$ cat config.mk
export PLATFORM = sky130hd
export DESIGN_NAME = sn74_mux_arbiter
export DESIGN_NICKNAME = d
export VERILOG_FILES = /design/src/rtl/sn74_mux_arbiter.sv
export SDC_FILE = /design/constraint.sdc
export NUM_CORES = 1
export LEC_CHECK = 0
export CORE_ASPECT_RATIO = 1.2
export CORE_MARGIN = 2
export CORE_UTILIZATION = 51
export DETAILED_ROUTE_END_ITERATION = 6
export PLACE_DENSITY = 0.77
export RECOVER_POWER = 50
export SKIP_CTS_REPAIR_TIMING = 1
export SLEW_MARGIN = 20
export SYNTH_ARGS = -nofsm -noshare
export SYNTH_HDL_FRONTEND = slang
export SYNTH_SLANG_ARGS = --single-unit
$ cat constraint.sdc
create_clock -name clk -period 4.7 [get_ports clk]
set_input_delay 1.175 -clock clk [delete_from_list [all_inputs] [get_ports clk]]
set_output_delay 1.175 -clock clk [all_outputs]
set_load 0.01 [all_outputs]
$ cat src/rtl/sn74_mux_arbiter.sv
// Two-requester round-robin controller for one SN74XX158-style inverting quad 2:1 mux.
// Each grant runs select -> strobe for HOLD cycles -> capture -> release -> acknowledge.
module sn74_mux_arbiter #(
  parameter int unsigned HOLD      = 2,
  parameter bit          PRIO_INIT = 1'b0
) (
  input  logic       clk,
  input  logic       rst,
  input  logic       req_a,
  input  logic       req_b,
  output logic       ack_a,
  output logic       ack_b,
  output logic       mux_sel,
  output logic       mux_str,
  input  logic [3:0] mux_y,
  output logic [3:0] rd_data,
  output logic       rd_valid,
  output logic       busy,
  output logic       owner
);

  localparam int unsigned     CNT_W   = 4;
  localparam int unsigned     DATA_W  = 4;
  localparam logic [CNT_W-1:0] HOLD_M1 = CNT_W'(HOLD - 1);

  typedef enum logic [1:0] {
    S_IDLE,
    S_SETUP,
    S_DRIVE,
    S_RELEASE
  } state_e;

  state_e              state_q;
  logic [CNT_W-1:0]    cnt_q;
  logic                last_q;
  logic                ack_a_q, ack_b_q;
  logic                sel_q, str_q;
  logic [DATA_W-1:0]   rd_data_q;
  logic                rd_valid_q, busy_q, owner_q;
  logic                winner_c;

  // Contention goes to whoever was not served last.
  always_comb begin
    winner_c = 1'b0;
    if (req_a && req_b) winner_c = ~last_q;
    else if (req_b)     winner_c = 1'b1;
  end

  always_ff @(posedge clk) begin
    if (rst) begin
      state_q    <= S_IDLE;
      cnt_q      <= '0;
      last_q     <= ~PRIO_INIT;
      ack_a_q    <= 1'b0;
      ack_b_q    <= 1'b0;
      sel_q      <= 1'b0;
      str_q      <= 1'b1;
      rd_data_q  <= '0;
      rd_valid_q <= 1'b0;
      busy_q     <= 1'b0;
      owner_q    <= PRIO_INIT;
    end else begin
      case (state_q)
        S_IDLE: begin
          if (req_a || req_b) begin
            sel_q   <= winner_c;
            owner_q <= winner_c;
            busy_q  <= 1'b1;
            state_q <= S_SETUP;
          end
        end
        S_SETUP: begin
          str_q   <= 1'b0;
          cnt_q   <= HOLD_M1;
          state_q <= S_DRIVE;
        end
        S_DRIVE: begin
          if (cnt_q != '0) begin
            cnt_q <= cnt_q - CNT_W'(1);
          end else begin
            // Capture on the last strobed cycle, then park the outputs high.
            rd_data_q  <= ~mux_y;
            rd_valid_q <= 1'b1;
            ack_a_q    <= ~owner_q;
            ack_b_q    <= owner_q;
            str_q      <= 1'b1;
            last_q     <= owner_q;
            state_q    <= S_RELEASE;
          end
        end
        S_RELEASE: begin
          ack_a_q    <= 1'b0;
          ack_b_q    <= 1'b0;
          rd_valid_q <= 1'b0;
          busy_q     <= 1'b0;
          state_q    <= S_IDLE;
        end
        default: state_q <= S_IDLE;
      endcase
    end
  end

  assign ack_a    = ack_a_q;
  assign ack_b    = ack_b_q;
  assign mux_sel  = sel_q;
  assign mux_str  = str_q;
  assign rd_data  = rd_data_q;
  assign rd_valid = rd_valid_q;
  assign busy     = busy_q;
  assign owner    = owner_q;

endmodule

==> out/summary.json, run 1 <==
{
  "status": "finished clean",
  "worst_skew_pair.late_latency_ps": 290,
  "total_wire_length_um": 1680,
  "synth_seq_cells": 17,
  "timing.setup.critical_path_class": "flop to primary output",
  "post_dp_cell_area_mm2": 0.00101,
  "synth_nets": 108,
  "route.detailed.drc": 0,
  "sequential_cell_area_um2": 340,
  "detailedRoute.firstPassIterationCount": 3,
  "clockRootBuffer": "sky130_fd_sc_hd__clkbuf_4",
  "ant_nets": 0,
  "finalHoldViolCount": 0,
  "numCtsBuffers": 3,
  "critPathCaptureType": "primary output",
  "detail_route.iter0.violations": 7,
  "timing.critical_path.max_delay_family": "buffers and inverters",
  "stdcell_area_mm2": 0.00104,
  "maximum_operating_frequency_ghz": 0.405,
  "synth-edff-count": 0,
  "area_fraction_of_the_dominant_cell_type_after_synthesis": 0.404,
  "cp.depth": 1,
  "post_synth_inst_count": 93,
  "multi_input_comb_area_um2": 442,
  "finalWorstSetupSlack_ps": 2230,
  "max_cap_violations": 0,
  "die_h_um": 48.5,
  "worstSetupStartpointType": "flop",
  "ios": 19,
  "total_leakage_power_nw": 0.395,
  "timing.critical_path.required_ps": 3520,
  "worst_path_max_delay_cell": "sky130_fd_sc_hd__clkdlybuf4s50_1",
  "reg2regPathDepth": 5,
  "diodes_inserted": 0,
  "crit_path_max_fanout": 6,
  "worstHoldPathCells": 2,
  "slew-limit-headroom": 0.611,
  "buffer_ports.inserted": 18,
  "timing.hold.ws_ps": 475,
  "grt_max_degree": 18,
  "report.final.setup_viol": 0,
  "filler_cell_count": 147,
  "syn_area_um2": 842,
  "final_layout_size_suffix_gt1_frac": 0.0545,
  "synth_largest_area_cell": "sky130_fd_sc_hd__dfxtp_1",
  "cts_tree": "yes",
  "path_cells": "clkdlybuf4s50_1",
  "placement.setup.worst_slack_ps": 2070,
  "grt.total_usage": 0.192,
  "grt_remaining_overflow": 0,
  "num_rows": 16,
  "clk_transition_reported_paths_ps": 100,
  "design.core.area_mm2": 0.00158,
  "synth.top_cells.by_area": "sky130_fd_sc_hd__dfxtp_1 40%, sky130_fd_sc_hd__ha_1 10%, sky130_fd_sc_hd__a211oi_1 4.5%",
  "cts_num_sinks": 17,
  "skew_ps": 2.89,
  "fin_crit_sh": 0.526,
  "synth-warning-count": 0,
  "detail_route.wl_per_cell_um": 13.1,
  "yosysSeqAreaShare": 0.404,
  "rsz_0062_raised_after_global_routing": "false",
  "die_w_um": 41.1,
  "initial_core_util": 0.532,
  "synth_cell_type_count": 34,
  "grt_pass1_vias": 656,
  "most-common-layout-cells": "17 x sky130_fd_sc_hd__dfxtp_1, 16 x sky130_fd_sc_hd__clkdlybuf4s50_1, 8 x sky130_fd_sc_hd__inv_1, 8 x sky130_fd_sc_hd__nand2_1",
  "dp.final_hpwl_um": 1180,
  "hold_class": "flop to flop",
  "setup-tns-final_ps": 0,
  "clock_tree.buffer_depth": 2,
  "global_route_wire_length_before_repair_um": 2700,
  "finalMaxSlewViolations": 0,
  "worst_slew_pin_slew_ps": 582,
  "ir_worst_vdd_mv": 0.308,
  "worst-path-buf-inv": 1,
  "final_common_cell": "sky130_fd_sc_hd__dfxtp_1",
  "timing.critical_path.slowest_cell_delay_ps": 570,
  "htreeDepth": 1,
  "critical_path_arrival_ps": 1300,
  "synth_async_sr_flop_share": 0,
  "dieArea_mm2": 0.00199,
  "area_growth_syn_to_layout_pct": 23.8,
  "initial_antenna_violation_count": 0,
  "synth_ff_type": "sky130_fd_sc_hd__dfxtp_1",
  "postSynthAreaPerCell_um2": 9.05,
  "post-route-min-period_ps": 2470,
  "power.density_cell_area_mw_per_mm2": 590,
  "gp_congestion": 0.816,
  "dr_vias": 720,
  "vias_per_cell": 5.63,
  "num-nets-final": 126
}
-- per-layer routing --
layer	GRT usage	vias up	routed length, um
met5	0	-	0
met4	0.0914	0	31
met3	0.0321	5	64
met2	0.313	16	786
met1	0.228	330	792
li1	-	369	-
-- cell type report --
class,count,share of cell area
Multi-Input combinational cell,63,0.424
Sequential cell,17,0.327
Timing Repair Buffer,18,0.173
Inverter,8,0.0288
Clock buffer,3,0.0216
Tap cell,18,0.0216
Clock inverter,1,0.00480
-- final timing paths --
path              slack (ps)  endpoint       start
hold reg to reg          480  rd_valid    rd_valid
setup reg to reg        2850    last_q  state_q[0]
setup / recovery        2230     owner       owner
hold / removal           480  rd_valid    rd_valid
-- synthesized netlist by cell type, types with 2 or more instances --
cell type,instances
sky130_fd_sc_hd__a311oi_1,2
sky130_fd_sc_hd__clkbuf_1,3
sky130_fd_sc_hd__nand4_1,2
sky130_fd_sc_hd__dfxtp_1,17
sky130_fd_sc_hd__nand2_1,8
sky130_fd_sc_hd__ha_1,7
sky130_fd_sc_hd__nor2_1,5
sky130_fd_sc_hd__nor3_1,2
sky130_fd_sc_hd__inv_1,8
sky130_fd_sc_hd__a21oi_1,7
sky130_fd_sc_hd__o21ai_0,4
sky130_fd_sc_hd__a211oi_1,5
sky130_fd_sc_hd__nor2b_1,2
-- where the power goes --
| group | internal (W) | leakage, nW | switching (W) |
|---|---|---|---|
| sequential | 0.000190 | 0.139 | 0.0000303 |
| clock | 0.0000317 | 0.0177 | 0.0000482 |
| combinational | 0.000151 | 0.238 | 0.000164 |
| total | 0.000372 | 0.395 | 0.000242 |
-- registers in the layout (all words and copies together), names as in the netlist --
| name | count |
|---|---|
| state_q | 2 |
| busy | 1 |
| cnt_q | 4 |
| owner | 1 |
| ack_a | 1 |
| rd_data | 4 |
| mux_str | 1 |
| last_q | 1 |
| ack_b | 1 |
| rd_valid | 1 |
-- kinds of logic after synthesis --
logic type | share of synthesized area
AND/OR/NAND/NOR | 0.202
AO/OA/AOI/OAI | 0.207
flip-flops | 0.404
buffers and inverters | 0.0713
adder cells (fa/ha/maj) | 0.104
multiplexers | 0.0119
-- worst register-to-register path, cell delays in order (launching register included) --
cell and delay (ps):
sky130_fd_sc_hd__dfxtp_1 340, sky130_fd_sc_hd__inv_1 130, sky130_fd_sc_hd__ha_1 510, sky130_fd_sc_hd__and4bb_2 480
sky130_fd_sc_hd__mux2i_1 220, sky130_fd_sc_hd__nand2_1 60
-- through the flow --
stage	utilization	power (W)	instances
floorplan	-	0.000438	93
global placement	0.642	0.000527	124
detailed placement	0.642	0.000536	124
CTS	0.659	0.000617	128
global route	0.659	0.000665	128
finish	0.659	0.000615	128
Note: power is estimated with default switching activity, not from simulation.
==> run 2, diff against run 1 <==
--- a/config.mk
+++ b/config.mk
@@ -7,9 +7,9 @@
 export LEC_CHECK = 0
 export CORE_ASPECT_RATIO = 1.2
 export CORE_MARGIN = 2
-export CORE_UTILIZATION = 51
+export CORE_UTILIZATION = 43
 export DETAILED_ROUTE_END_ITERATION = 6
-export PLACE_DENSITY = 0.77
+export PLACE_DENSITY = 0.69
 export RECOVER_POWER = 50
 export SKIP_CTS_REPAIR_TIMING = 1
 export SLEW_MARGIN = 20
==> constraint.sdc (replaced) <==
create_clock -name clk -period 2.2 [get_ports clk]
set_input_delay 0.55 -clock clk [delete_from_list [all_inputs] [get_ports clk]]
set_output_delay 0.55 -clock clk [all_outputs]
set_load 0.01 [all_outputs]
==> run 2 against run 1 <==
Worst setup slack got worse by 1900 ps; non-clock buffer count rose by 2; global-route usage down 1.7 points; combinational power grew 110%; clock-buffer cell count unchanged; via count up 3.3%; die area is 17% higher; power rose by 120%; first-iteration DRC count rose to 3.4 times the previous value; final cell count grew 2.3%; critical path type unchanged; largest power group unchanged; highest routed layer unchanged.
==> out/summary.json, run 2 (same netlist as run 1, synthesis figures left out) <==
{
  "initial_antenna_violation_count": 0,
  "die_h_um": 52.5,
  "detail_route.iter0.violations": 24,
  "gp_congestion": 0.739,
  "dieArea_mm2": 0.00233,
  "timing.hold.ws_ps": 461,
  "cts_num_sinks": 17,
  "skew_ps": 5.30,
  "total_wire_length_um": 1720,
  "slack_of_the_worst_reg_to_reg_path_ps": 450,
  "clock_tree.buffer_depth": 2,
  "sw_frac_of_total": 0.399,
  "diodes_inserted": 0,
  "critPathCaptureType": "primary output",
  "clk_transition_reported_paths_ps": 110,
  "grt_pass1_vias": 685,
  "timing.rr.start": "cnt_q[0]",
  "global_route_wire_length_before_repair_um": 2950,
  "htreeDepth": 1,
  "critical_path_arrival_ps": 1310,
  "dr_vias": 744,
  "buffer_ports.inserted": 18,
  "post_dp_cell_area_mm2": 0.00103,
  "final_layout_size_suffix_gt1_frac": 0.0625,
  "finalWorstSetupSlack_ps": 344,
  "placement.setup.worst_slack_ps": 367,
  "r2r_end": "ack_b",
  "dp.final_hpwl_um": 1250,
  "cts_tree": "yes",
  "worst_path_max_delay_cell": "sky130_fd_sc_hd__clkdlybuf4s50_1",
  "total_leakage_power_nw": 0.401,
  "timing.critical_path.required_ps": 1650,
  "timing.critical_path.max_delay_family": "buffers and inverters",
  "setup-tns-final_ps": 0,
  "ios": 19,
  "status": "finished clean",
  "num-nets-final": 128,
  "seq_power_share": 0.353,
  "worst_skew_pair.late_latency_ps": 300,
  "grt_util_met3": 0.0310,
  "timing.setup.critical_path_class": "flop to primary output",
  "initial_core_util": 0.455,
  "endpoint_with_the_worst_hold_slack": "rd_valid",
  "min_from": "rd_valid",
  "comb_power_share": 0.509,
  "path_cells": "clkdlybuf4s50_1",
  "filler_cell_count": 191,
  "worstHoldPathCells": 2,
  "grt.met1_usage": 0.218,
  "finalMaxSlewViolations": 0,
  "worst-path-buf-inv": 1,
  "maximum_operating_frequency_ghz": 0.539,
  "grt_remaining_overflow": 0,
  "post-route-min-period_ps": 1860,
  "grt_max_degree": 17,
  "report.final.setup_viol": 0,
  "reg2regPathDepth": 5,
  "die_w_um": 44.4,
  "clockRootBuffer": "sky130_fd_sc_hd__clkbuf_4",
  "numCtsBuffers": 3,
  "finalHoldViolCount": 0,
  "detailedRoute.firstPassIterationCount": 4,
  "rsz_0062_raised_after_global_routing": "false",
  "power.density_cell_area_mw_per_mm2": 1250,
  "timing.critical_path.slowest_cell_delay_ps": 570,
  "most-common-layout-cells": "17 x sky130_fd_sc_hd__dfxtp_1, 17 x sky130_fd_sc_hd__clkdlybuf4s50_1, 8 x sky130_fd_sc_hd__inv_1, 8 x sky130_fd_sc_hd__nand2_1",
  "p_clk_frac": 0.138,
  "global_route.peak_usage_layer": "met2",
  "fin_crit_sh": 0.844,
  "crit_path_max_fanout": 6,
  "ant_nets": 0,
  "detail_route.wl_per_cell_um": 13.1,
  "worstSetupStartpointType": "flop",
  "internal_power_w": 0.000799,
  "slew-limit-headroom": 0.699,
  "route.detailed.drc": 0,
  "num_rows": 17,
  "worst_slew_pin_slew_ps": 451,
  "design.core.area_mm2": 0.00185,
  "max_cap_violations": 0,
  "hold_class": "flop to flop",
  "vias_per_cell": 5.68,
  "total_switching_power_w": 0.000530,
  "stdcell_area_mm2": 0.00106,
  "area_growth_syn_to_layout_pct": 26.0,
  "use_met2": 0.282,
  "ir_worst_vdd_mv": 0.589,
  "grt.total_usage": 0.175
}
[run 2: cell types whose count changed in the layout (fill, tap and decap cells not counted), sizes merged]
cell / previous run / this run
dlygate4sd3: 2 / 1
clkdlybuf4s50: 16 / 17
clkinvlp: 0 / 1
buf: 0 / 2
clkinv: 1 / 0
[run 2: routing by layer]
layer	share of wire	wire, um
met1	0.47	810
met2	0.46	796
met3	0.041	71
met4	0.025	43
met5	0	0
[run 2: worst max path at each step]
stage / end / startpoint / depth (start not counted) / slack (ps)
5_1_grt: mux_sel / owner / 1 / 270
4_1_cts: mux_sel / owner / 1 / 320
6_report: mux_sel / owner / 1 / 340
3_5_place_dp: state_q[1] / req_b / 4 / 370
3_3_place_gp: state_q[1] / req_a / 4 / 390
2_1_floorplan: rd_valid / cnt_q[0] / 6 / 580
[run 2: final cells by class]
cell class / count / area, um^2 / share of cell area
well taps: 19 / 23.8 / 0.0224
inverters: 8 / 30.0 / 0.0283
multi-input cells: 63 / 442 / 0.416
flip-flops and latches: 17 / 340 / 0.321
repair buffers: 20 / 195 / 0.184
clock buffers: 3 / 22.5 / 0.0212
clock inverters: 1 / 7.51 / 0.00708
[run 2: power by group through the flow]
stage / combinational [W] / sequential, W / clock (W)
after floorplan: 0.000438 / 0.000497 / 0
after global placement: 0.000670 / 0.000476 / 0
after detailed placement: 0.000680 / 0.000478 / 0
after CTS: 0.000688 / 0.000471 / 0.000187
after global routing: 0.000773 / 0.000482 / 0.000203
final: 0.000677 / 0.000469 / 0.000183
[run 2: worst reg2reg max path, delay by kind of cell (launching register included)]
kind	cells	cell delay [ps]
AND/OR/NAND/NOR	2	820
AO/OA/AOI/OAI	1	240
flip-flops	1	340
adder cells (fa/ha/maj)	1	170
buffers and inverters	1	110
[run 2: metrics by stage]
step,total power [W],cells,utilization
4_1_cts,0.00135,131,0.573
3_3_place_gp,0.00115,127,0.557
2_1_floorplan,0.000935,93,-
6_report,0.00133,131,0.573
3_5_place_dp,0.00116,127,0.557
5_1_grt,0.00146,131,0.573
